### config.mk
export PLATFORM = sky130hd
export DESIGN_NAME = hack_boot_ctrl
export DESIGN_NICKNAME = d
export VERILOG_FILES = /design/src/rtl/hack_pkg.sv /design/src/rtl/hack_bp_match.sv /design/src/rtl/hack_boot_ctrl.sv
export SDC_FILE = /design/constraint.sdc
export NUM_CORES = 1
export LEC_CHECK = 0
export ABC_AREA = 1
export BUFFER_PORTS_ARGS = -buffer_cell sky130_fd_sc_hd__buf_2
export CAP_MARGIN = 20
export CORE_ASPECT_RATIO = 0.7
export CORE_MARGIN = 2
export CORE_UTILIZATION = 50
export CTS_CLUSTER_SIZE = 14
export DETAILED_ROUTE_END_ITERATION = 10
export PLACE_DENSITY = 0.86
export SLEW_MARGIN = 10
export SYNTH_ARGS = -nofsm -noshare
export SYNTH_HDL_FRONTEND = slang
export SYNTH_SLANG_ARGS = --single-unit
### constraint.sdc
create_clock -name clk -period 4.44 [get_ports clk]
set_input_delay 0.222 -clock clk [delete_from_list [all_inputs] [get_ports clk]]
set_output_delay 0.222 -clock clk [all_outputs]
set_load 0.005 [all_outputs]
### src/rtl/hack_pkg.sv
// Shared types for the HACK boot/run controller.
// No logic; state encodings and the HACK data word width.
// Imported by hack_boot_ctrl and hack_bp_match.
package hack_pkg;

  // HACK instruction/data word width
  localparam int HACK_W = 16;

  // Controller states; encodings are visible on state_o
  typedef enum logic [2:0] {
    ST_IDLE     = 3'd0,
    ST_LOAD_HI  = 3'd1,
    ST_LOAD_LO  = 3'd2,
    ST_WRITE    = 3'd3,
    ST_RST_HOLD = 3'd4,
    ST_HALTED   = 3'd5,
    ST_RUN      = 3'd6,
    ST_STEP     = 3'd7
  } state_t;

endpackage

### src/rtl/hack_bp_match.sv
// Breakpoint detector: PC compare masked during the first cycle of a run.
// Latency: bp_hit is combinational from pc_in; the mask is registered.
// Backpressure: none; pure observer of the CPU PC.
import hack_pkg::*;

module hack_bp_match (
  input  logic              clk,
  input  logic              reset,
  input  logic              run_entry,
  input  logic              bp_en,
  input  logic [HACK_W-1:0] bp_addr,
  input  logic [HACK_W-1:0] pc_in,
  output logic              bp_hit
);

  logic first_run_cycle;

  // Mask is high only in the cycle right after the FSM enters RUN, so a run
  // resumed while parked on the breakpoint PC can execute that instruction.
  always_ff @(posedge clk or negedge reset) begin
    if (!reset) begin
      first_run_cycle <= 1'b0;
    end else begin
      first_run_cycle <= run_entry;
    end
  end

  assign bp_hit = bp_en & (pc_in == bp_addr) & ~first_run_cycle;

endmodule

### src/rtl/hack_boot_ctrl.sv
// HACK run controller: byte-serial ROM loader, CPU reset hold, run/halt/step/breakpoint.
// Latency: one ROM write per 3 cycles minimum (hi byte, lo byte, write strobe).
// Backpressure: ld_ready low outside LOAD_HI/LOAD_LO; cpu_clk_en gates CPU progress.
import hack_pkg::*;

module hack_boot_ctrl #(
  parameter int ADDR_W       = 15,
  parameter int RESET_CYCLES = 4
) (
  input  logic              clk,
  input  logic              reset,
  input  logic              load_start,
  input  logic              ld_valid,
  input  logic [7:0]        ld_data,
  input  logic              ld_last,
  output logic              ld_ready,
  output logic              rom_we,
  output logic [ADDR_W-1:0] rom_addr,
  output logic [HACK_W-1:0] rom_wdata,
  output logic              cpu_reset,
  output logic              cpu_clk_en,
  input  logic              run_cmd,
  input  logic              step_cmd,
  input  logic              halt_cmd,
  input  logic              bp_en,
  input  logic [HACK_W-1:0] bp_addr,
  input  logic [HACK_W-1:0] pc_in,
  output logic [2:0]        state_o,
  output logic [ADDR_W:0]   words_loaded,
  output logic              err_odd,
  output logic              err_ovf
);

  localparam logic [ADDR_W-1:0] ADDR_MAX  = '1;
  localparam logic [ADDR_W-1:0] ADDR_ONE  = ADDR_W'(1);
  localparam logic [ADDR_W:0]   WORDS_ONE = (ADDR_W + 1)'(1);
  localparam logic [7:0]        HOLD_INIT = 8'(RESET_CYCLES - 1);

  state_t     state;
  logic [7:0] hi_byte;
  logic       last_q;
  logic [7:0] hold_cnt;
  logic       ld_hs;
  logic       run_entry;
  logic       bp_hit;

  assign ld_ready  = (state == ST_LOAD_HI) || (state == ST_LOAD_LO);
  assign ld_hs     = ld_valid & ld_ready;
  assign state_o   = state;

  // RUN is entered from HALTED only when no higher-priority command is present
  assign run_entry = (state == ST_HALTED) & ~load_start & ~step_cmd & run_cmd;

  hack_bp_match u_bp_match (
    .clk       (clk),
    .reset     (reset),
    .run_entry (run_entry),
    .bp_en     (bp_en),
    .bp_addr   (bp_addr),
    .pc_in     (pc_in),
    .bp_hit    (bp_hit)
  );

  // Clock enable is combinational so a halt or breakpoint stops the CPU
  // before the instruction at the current PC executes.
  always_comb begin
    cpu_clk_en = 1'b0;
    case (state)
      ST_STEP: cpu_clk_en = 1'b1;
      ST_RUN:  cpu_clk_en = ~halt_cmd & ~bp_hit;
      default: cpu_clk_en = 1'b0;
    endcase
  end

  // Main controller FSM; all outputs except ld_ready/cpu_clk_en are registered here
  always_ff @(posedge clk or negedge reset) begin
    if (!reset) begin
      state        <= ST_IDLE;
      cpu_reset    <= 1'b1;
      rom_we       <= 1'b0;
      rom_addr     <= '0;
      rom_wdata    <= '0;
      words_loaded <= '0;
      err_odd      <= 1'b0;
      err_ovf      <= 1'b0;
      hi_byte      <= '0;
      last_q       <= 1'b0;
      hold_cnt     <= '0;
    end else begin
      rom_we <= 1'b0;
      case (state)
        ST_IDLE: begin
          cpu_reset <= 1'b1;
          if (load_start) begin
            state        <= ST_LOAD_HI;
            rom_addr     <= '0;
            words_loaded <= '0;
            err_odd      <= 1'b0;
            err_ovf      <= 1'b0;
          end
        end
        ST_LOAD_HI: begin
          if (ld_hs) begin
            if (ld_last) begin
              // A program cannot end on a high byte; drop it and flag it
              err_odd <= 1'b1;
              state   <= ST_IDLE;
            end else begin
              hi_byte <= ld_data;
              state   <= ST_LOAD_LO;
            end
          end
        end
        ST_LOAD_LO: begin
          if (ld_hs) begin
            rom_wdata <= {hi_byte, ld_data};
            last_q    <= ld_last;
            rom_we    <= 1'b1;
            state     <= ST_WRITE;
          end
        end
        ST_WRITE: begin
          rom_addr     <= rom_addr + ADDR_ONE;
          words_loaded <= words_loaded + WORDS_ONE;
          if (last_q) begin
            state    <= ST_RST_HOLD;
            hold_cnt <= HOLD_INIT;
          end else if (rom_addr == ADDR_MAX) begin
            err_ovf  <= 1'b1;
            state    <= ST_RST_HOLD;
            hold_cnt <= HOLD_INIT;
          end else begin
            state <= ST_LOAD_HI;
          end
        end
        ST_RST_HOLD: begin
          if (hold_cnt == 8'd0) begin
            state     <= ST_HALTED;
            cpu_reset <= 1'b0;
          end else begin
            hold_cnt <= hold_cnt - 8'd1;
          end
        end
        ST_HALTED: begin
          if (load_start) begin
            state        <= ST_LOAD_HI;
            cpu_reset    <= 1'b1;
            rom_addr     <= '0;
            words_loaded <= '0;
            err_odd      <= 1'b0;
            err_ovf      <= 1'b0;
          end else if (step_cmd) begin
            state <= ST_STEP;
          end else if (run_cmd) begin
            state <= ST_RUN;
          end
        end
        ST_STEP: begin
          state <= ST_HALTED;
        end
        ST_RUN: begin
          if (halt_cmd || bp_hit) begin
            state <= ST_HALTED;
          end
        end
        default: begin
          state     <= ST_IDLE;
          cpu_reset <= 1'b1;
        end
      endcase
    end
  end

endmodule

After elaboration in Yosys (flattened, before gate mapping). Cells that the tools add are included.

Register bits after elaboration: 72. Input bits: 49. Output and inout port bits: 56. Logic and storage cells: 100.

Add/subtract/negate cells: 3. Eq/ne operators: 22. Multiplexer cells: 33. Bitwise operators: 13. Reductions and logical operators: 17.

Operator list (number): case mux 16 bit (2 select lines) (1); two-way mux 3 bit (10); case mux 15 bit (2 select lines) (1); two-way mux 8 bit (3); case mux 3 bit (8 select lines) (1); inequality test 2 bit (second input constant) (10); adder 16 x 1 -> 16 bit (second input constant) (1); equality test 16 bit (1); two-way mux 16 bit (1); case mux 8 bit (2 select lines) (1); adder 15 x 1 -> 15 bit (second input constant) (1); equality test 15 bit (second input constant) (1); two-way mux 15 bit (1); equality test 3 bit (second input constant) (4); two-way mux 1 bit (9); AND reduction 3 bit (3); logical NOT 8 bit (1); AND reduction 4 bit (2); subtractor 8 x 1 -> 8 bit (second input constant) (1); AND 1 bit (7); equality test 3 x 2 -> 1 bit (second input constant) (2); NOT 1 bit (6); case mux 1 bit (2 select lines) (3); AND reduction 6 bit (1); 12 further kinds (16).

Logic depth before layout (Yosys ltp). Gate-level depths: netlist of the first run.

Depth in word-level cells: 6. Depth in mapped cells: 11. Depth with buffers taken out: 11.

Modules after synthesis. Synthesis of the first run repeated with hierarchy kept, for this count alone.

Cells, all modules: 637. Area total of the unflattened synthesis: 4295.4 um2.

By module, submodules not included: hack_boot_ctrl (instances 1, cells an instance 558, area an instance 3955.0 um2, seq. area each 1778.0 um2); hack_bp_match (instances 1, cells an instance 79, area an instance 340.3 um2, seq. area each 25.0 um2).

Worst setup path before layout of the first run. Ideal clock, no wire load.

Path kind: reg-to-reg. Start point: reg words_loaded[0]. End point: reg words_loaded[8]. Setup time: 95 ps. Data arrival time: 1454 ps. Required time: 4345 ps. Slack: 2891 ps. Stages on the path, launching flop included: 7. Path buffers: 0. Period minus slack after synthesis: 1549 ps. Path through: dfrtp_1 -> ha_1 -> inv_1 -> nor3_1 -> nand2_1 -> xor2_1 -> o31ai_1.

Cells in the longest elaborated chain, start to end: 2.

Ends and longest elaborated chain: start, declared (RTL line hack_boot_ctrl.sv:29) `output logic [ADDR_W:0] words_loaded,`; start signal, assigned (RTL line hack_boot_ctrl.sv:124) `words_loaded <= words_loaded + WORDS_ONE;`; adder 16 x 1 -> 16 bit (RTL line hack_boot_ctrl.sv:124); case mux 16 bit (2 select lines) (RTL line hack_boot_ctrl.sv:91) `case (state)`.

Every way passes these cells. A chain may end at the register's enable or synchronous reset.

Worst setup path in the final report of the first run.
Start point: reg state[0] (netlist: state_o[0]). End point: reg words_loaded[5].

Cells in the longest elaborated chain, start to end: 4. Elaborated cells between the ends (all ways): 8. Classes of those cells: eq/ne: 3; mux: 1; reduce/logical: 4.

Ends and longest elaborated chain: start, declared (RTL line hack_boot_ctrl.sv:39) `state_t state;`; start signal, assigned (RTL line hack_boot_ctrl.sv:78) `state <= ST_IDLE;`; start signal, assigned (RTL line hack_boot_ctrl.sv:95) `state <= ST_LOAD_HI;`; start signal, assigned (RTL line hack_boot_ctrl.sv:107) `state <= ST_IDLE;`; equality test 3 bit or logical NOT 3 bit (tied branches) (RTL line hack_boot_ctrl.sv:91); OR reduction 2 bit (no line); inequality test 2 x 1 -> 1 bit (no line) or nonzero test 2 bit (tied branches); AND reduction 2 bit (no line).

Parallel ways exist; a longest one is shown, timed or not.

==> results.md, run 1 <==
* Final nets at 709
* Syn. warnings at 0
* Top Ports at 105
* CP Max Fanout at 30
* DRT antenna net count at 0
* Pin count of the biggest net entering global routing at ~40
* Tightest Pin Transition at slightly above 0.9 ns
* GRT Total Usage at roughly 24%
* Req. time, crit path at 4.67 ns
* Post-CTS Setup Bufs at 0
* Row Count at 27
* Die ar. at 8850 um2
* M1 WL at 4.48 mm
* Crit path launch type: flop
* DR vias at roughly 4.0k
* Post-synthesis sequential area ratio at about 45%
* Worst path cell trace: inv_2, nor2_4, nand2_2, nand2_4, nand2_4, nand2_4, inv_1, o31ai_1
* Slew Viols, Final at 0
* Post-CTS Hold Buffers at 0
* Syn_nets at approximately 600
* Root buf cell: clkbuf_16
* Vias per cell at between 5 and 6
* Synth area leaders: dfrtp_1, nand2_1, inv_1
* Core ar. at 7870 um2
* Max-slew headroom at between 30% and 40%
* Unrepaired setup endpoints after global routing: false
* Worst setup EP type: flop
* Routed WL at 10.2 mm
* # DRC at 0
* PwrDens at roughly 540 nW/um2
* Most common cell on crit path: nand2_4
* Share of the synthesized area in the top cell type at 43.9%
* Diode count at 0
* Number of port buffers at 104
* Mean area per synthesized cell at around 7.4 um2
* Max stage delay cell, worst path: dfrtp_1
* Leading area contributor after synthesis: dfrtp_1
* Synthesized area at 4050 um2
* Clock Tree Buf Depth at 2
* Die Width at around 110 um
* Crit path largest cell delay at roughly 0.46 ns
* Commonest non-fill, non-tap cell in the layout: nand2_1
* Final worst slack at about 2.3 ns
* Global-route wire length before repair at approximately 18 mm
* Clock Pin Slew Worst Setup and Hold Paths at ~0.06 ns
* Fin crit share at roughly 49%
* Register bit count reported by yosys at 72
* Hold WC Path Type: input port to asynchronous set/reset pin
* CTS resizes at 0
* GP Congestion at 0.900
* Initial core utilization at 51.5%
* Post-route setup TNS at 0 ns
* H-tree depth at 3
* Setup slack after placement at around 2.3 ns
* FILL cells at 701
* Status: complete, no violations
* Vias in the first global route at a little under 4k
* Initial antenna violation count at 0
* WL per Instance at around 13 um
* Critical path type: flop to flop
* DR pass1 iterations at 5
* Critical Path AT at 2.42 ns
* Fmax at between 0.4 and 0.5 GHz
* Share of cells above drive strength 1 at about a fifth
* P_leak at ~2.7 nW
* Netlist cell types at 34
* Area grow syn2layout at 22.4%
* Final Setup Violations at 0
* Grt total ovfl at 0
* Die Ht at between 70 and 80 um
* Met2 WL at approximately 4.8 mm
* Met3 wire length at between 800 and 900 um
* TritonCTS clock tree: yes
* Hold_ws at ~0.033 ns
* Dpl hpwl at between 7 and 8 mm
* Final Power at 2.65 mW
* Post-route minimum period at about 2.2 ns
* First DRT Iteration DRCs at about 360
* Clock insertion delay at the later pin of the skew report at 0.34 ns
* Most frequent cells in the layout: nand2_1, buf_2, dfrtp_1, inv_1, nor2_1
* Final hold vios at 0
* DR top layer: met4
* Clock Skew at a little under 0.008 ns
* Reg-to-reg setup timing slack at about 2.3 ns
* Max Cap Viol at 0
* CTS Buf Count at 9
* Maximum VDD drop at ~0.00028 V
* Clk sinks at slightly above 70
* Mapped Cells at approximately 550
[report_power, final]
group | switching (mW) | total (mW) | internal (mW)
combinational | 0.547 | 0.857 | 0.309
sequential | 0.169 | 1.02 | 0.847
clock | 0.284 | 0.778 | 0.495
total | 1.00 | 2.65 | 1.65
[layer usage]
layer  track usage (%)  up-vias
met2              40.1      187
li1                  -     1958
met1              32.0     1846
met4              8.15        0
met5                 0        -
met3              5.88       19
[cell usage after synthesis (all sizes together)]
| cell | n |
|---|---|
| a211oi | 1 |
| a21oi | 12 |
| a22o | 1 |
| a22oi | 1 |
| and2 | 2 |
| buf | 9 |
| clkbuf | 3 |
| dfrtp | 71 |
| dfstp | 1 |
| ha | 4 |
| inv | 73 |
| nand2 | 180 |
| nand3 | 25 |
| nand3b | 1 |
| nand4 | 16 |
| nor2 | 59 |
| nor3 | 18 |
| nor4 | 1 |
| o211ai | 1 |
| o21a | 1 |
| o21ai | 38 |
| o21bai | 1 |
| o22ai | 1 |
| o31ai | 7 |
| or2 | 3 |
| xnor2 | 5 |
| xor2 | 16 |
[layout make-up]
type	count	area, um2	share of cell area (%)
Timing Repair Buffer	106	536	10.8
Sequential cell	72	1800	36.4
Multi-Input combinational cell	394	1900	38.2
Clock buffer	10	229	4.62
Clock inverter	6	92.6	1.87
Inverter	73	274	5.53
Tap cell	101	126	2.55
[logic make-up (layout without fill, tap and decap cells)]
logic type	Yosys count	in the layout	share of synthesized area, %
flip-flops	72	72	44.5
AO/OA/AOI/OAI	64	64	8.87
AND/OR/NAND/NOR	305	305	32.2
buffers and inverters	85	195	8.68
XOR/XNOR	21	21	4.54
adder cells (fa/ha/maj)	4	4	1.24
[worst max-delay path, delay by kind of cell (launching register included)]
kind / cells / cell delay [ns]
DFF: 1 / 0.46
buffers and inverters: 2 / 0.46
and+or+nand+nor: 5 / 0.80
AOI/OAI and AO/OA: 1 / 0.35
[through the flow]
step	cell area [um2]	std cells	util, %
floorplan	4050	551	-
global placement	4630	746	58.9
detailed placement	4630	746	58.9
CTS	4960	762	63.0
global route	4960	762	63.0
finish	4960	762	63.0
[worst paths after layout]
kind	to	startpoint	cells past startpoint
setup / recovery	words_loaded[5]$_DFFE_PN0P_	state_o[0]$_DFFE_PN0P_	8
hold / removal	rom_addr[8]$_DFFE_PN0P_	reset	1
setup reg to reg	words_loaded[5]$_DFFE_PN0P_	state_o[0]$_DFFE_PN0P_	8
hold reg to reg	rom_wdata[12]$_DFFE_PN0P_	hi_byte[4]$_DFFE_PN0P_	2
max in group asynchronous	hold_cnt[7]$_DFFE_PN0P_	reset	2
min in group clk	last_q$_DFFE_PN0P_	ld_last	3
[registers in the layout (all words and copies together), names as in the netlist]
signal / flops
cpu_reset: 1
err_odd: 1
err_ovf: 1
hi_byte: 8
hold_cnt: 8
last_q: 1
rom_addr: 15
rom_wdata: 16
rom_we: 1
state_o: 3
u_bp_match.first_run_cycle: 1
words_loaded: 16
No activity file was read; power rests on OpenSTA's default activity.
==> inputs of run 2 (changes only) <==
--- a/config.mk
+++ b/config.mk
@@ -10,7 +10,7 @@
 export CAP_MARGIN = 20
 export CORE_ASPECT_RATIO = 0.7
 export CORE_MARGIN = 2
-export CORE_UTILIZATION = 50
+export CORE_UTILIZATION = 48
 export CTS_CLUSTER_SIZE = 14
 export DETAILED_ROUTE_END_ITERATION = 10
 export PLACE_DENSITY = 0.86
==> constraint.sdc (replaced) <==
create_clock -name clk -period 2 [get_ports clk]
set_input_delay 0.1 -clock clk [delete_from_list [all_inputs] [get_ports clk]]
set_output_delay 0.1 -clock clk [all_outputs]
set_load 0.005 [all_outputs]
==> run 2 against run 1 <==
Clock power increased by 120%. Final cell count increased by 1.2%. Hold slack got worse by 0.030 ns. Critical path type unchanged. Largest cell class unchanged. Largest power group unchanged. Highest routed layer unchanged.
==> results.md, run 2 (synthesis results as in run 1) <==
* Status: complete, no violations
* CTS Buf Count at 9
* Final worst slack at approximately 0.14 ns
* Final hold vios at 0
* Final Setup Violations at 0
* Clk sinks at 72
* Commonest non-fill, non-tap cell in the layout: nand2_1
* Clock Pin Slew Worst Setup and Hold Paths at ~0.05 ns
* Hold WC Path Type: input port to flop
* Most frequent cells in the layout: nand2_1, buf_2, dfrtp_1, inv_1, nor2_1
* Max Cap Viol at 0
* Row Count at 27
* Top Ports at approximately 110
* WL per Instance at around 14 um
* Maximum VDD drop at just under 0.0008 V
* P_leak at ~2.7 nW
* Req. time, crit path at ~2.3 ns
* Clock insertion delay at the later pin of the skew report at 0.34 ns
* Routed WL at ~11 mm
* DRT antenna net count at 0
* Vias in the first global route at just over 4k
* # DRC at 0
* PwrDens at roughly 1200 nW/um2
* Worst setup EP type: flop
* GP Congestion at roughly 1.0
* Biggest regs: rom_wdata (16), words_loaded (16), rom_addr (15)
* Non-filler cells, final at 771
* Post-CTS Setup Bufs at 0
* Initial core utilization at around half
* Die Ht at around 80 um
* Critical path type: flop to flop
* First DRT Iteration DRCs at approximately 280
* Global-route wire length before repair at between 15 and 20 mm
* Pin count of the biggest net entering global routing at 36
* Clock Tree Buf Depth at 2
* DR vias at around 4.1k
* Final nets at approximately 720
* Crit path launch type: flop
* Fmax at approximately 0.54 GHz
* CP Max Fanout at 13
* DR pass1 iterations at 5
* Critical Path AT at between 2 and 2.5 ns
* Vias per cell at 5.31
* Number of port buffers at ~100
* Grt total ovfl at 0
* Slew Viols, Final at 0
* Unrepaired setup endpoints after global routing: false
* TritonCTS clock tree: yes
* Initial antenna violation count at 0
* Post-route setup TNS at 0 ns
* Setup slack after placement at 0.174 ns
* Diode count at 0
* GRT Total Usage at approximately 25%
* H-tree depth at 3
* Tightest Pin Transition at 0.690 ns
* Core ar. at slightly above 8000 um2
* Die ar. at 9200 um2
* Max-slew headroom at 54.0%
* FILL cells at 698
* Fin crit share at 93.2%
* Die Width at approximately 110 um
* Post-route minimum period at 1.86 ns
* Share of cells above drive strength 1 at about 22%
* Dpl hpwl at about 8 mm
* Area grow syn2layout at 25.0%
* Placed cell count at between 700 and 800
* Root buf cell: clkbuf_16
* Clock Skew at between 0.007 and 0.008 ns
* Hold_ws at approximately 0.0029 ns
-- run 2: cell types whose count changed in the layout (fill, tap and decap cells not counted), sizes merged --
cell,change
inv,-2
bufinv,-1
buf,+7
dlygate4sd3,+1
clkbuf,+4
-- run 2: final timing paths --
path / endpoint / cells after the start / slack, ns / from
max in group asynchronous: rom_addr[8]$_DFFE_PN0P_ / 3 / 1.03 / reset
min in group asynchronous: words_loaded[14]$_DFFE_PN0P_ / 2 / 0.34 / reset
max: words_loaded[7]$_DFFE_PN0P_ / 10 / 0.14 / state_o[2]$_DFFE_PN0P_
max reg2reg: words_loaded[7]$_DFFE_PN0P_ / 10 / 0.14 / state_o[2]$_DFFE_PN0P_
min reg2reg: rom_wdata[11]$_DFFE_PN0P_ / 2 / 0.47 / rom_wdata[11]$_DFFE_PN0P_
min: last_q$_DFFE_PN0P_ / 3 / 0.003 / ld_last
-- run 2: report_power, final --
part	switching [mW]	total [mW]	leakage, nW	internal (mW)
Sequential	0.355	2.24	0.947	1.88
Clock	0.590	1.69	0.159	1.10
Combinational	1.32	2.09	1.62	0.776
-- run 2: worst max-delay path: stages (launching register included) --
cell	delay, ns
dfrtp_1	0.46
inv_1	0.15
nand2_1	0.12
nand2_4	0.19
nand2_4	0.12
nand2_4	0.14
buf_6	0.19
nand2_4	0.07
o21bai_2	0.12
nand2_1	0.07
a21oi_1	0.14
-- run 2: stage by stage --
stage,util [%],instance area (um2),power [mW]
2_1_floorplan,-,4050,3.47
3_3_place_gp,58.5,4700,4.16
3_5_place_dp,58.5,4700,4.25
4_1_cts,62.5,5030,5.96
5_1_grt,62.9,5060,6.43
6_report,62.9,5060,6.02
-- run 2: layer usage --
layer  wire length (um)  part of all wire [%]  GRT usage [%]  up-vias
met5                  0                     0              0        -
met4                142                   1.3           8.90        0
met3                880                   8.2           6.49       17
met2               4990                    46           42.9      188
met1               4790                    44           31.6     1910
li1                   -                     -              -     1979
-- run 2: repair_timing --
item / 4_1_cts / 5_1_grt
resized for setup: 0 / 8
hold buffers: 1 / 0
setup endpoints to repair: 0 / 16
endpoints found under the hold margin: 25 / 0
-- run 2: final cells by class --
cell class	instances	area [um2]	share of cell area, %
multi-input combinational	394	1910	37.7
clock inverter	2	35.0	0.692
clock buffer	14	284	5.61
timing repair buffer	114	618	12.2
inverter	73	278	5.49
sequential	72	1800	35.6
timing repair inverter	1	7.51	0.148
tap	101	126	2.50
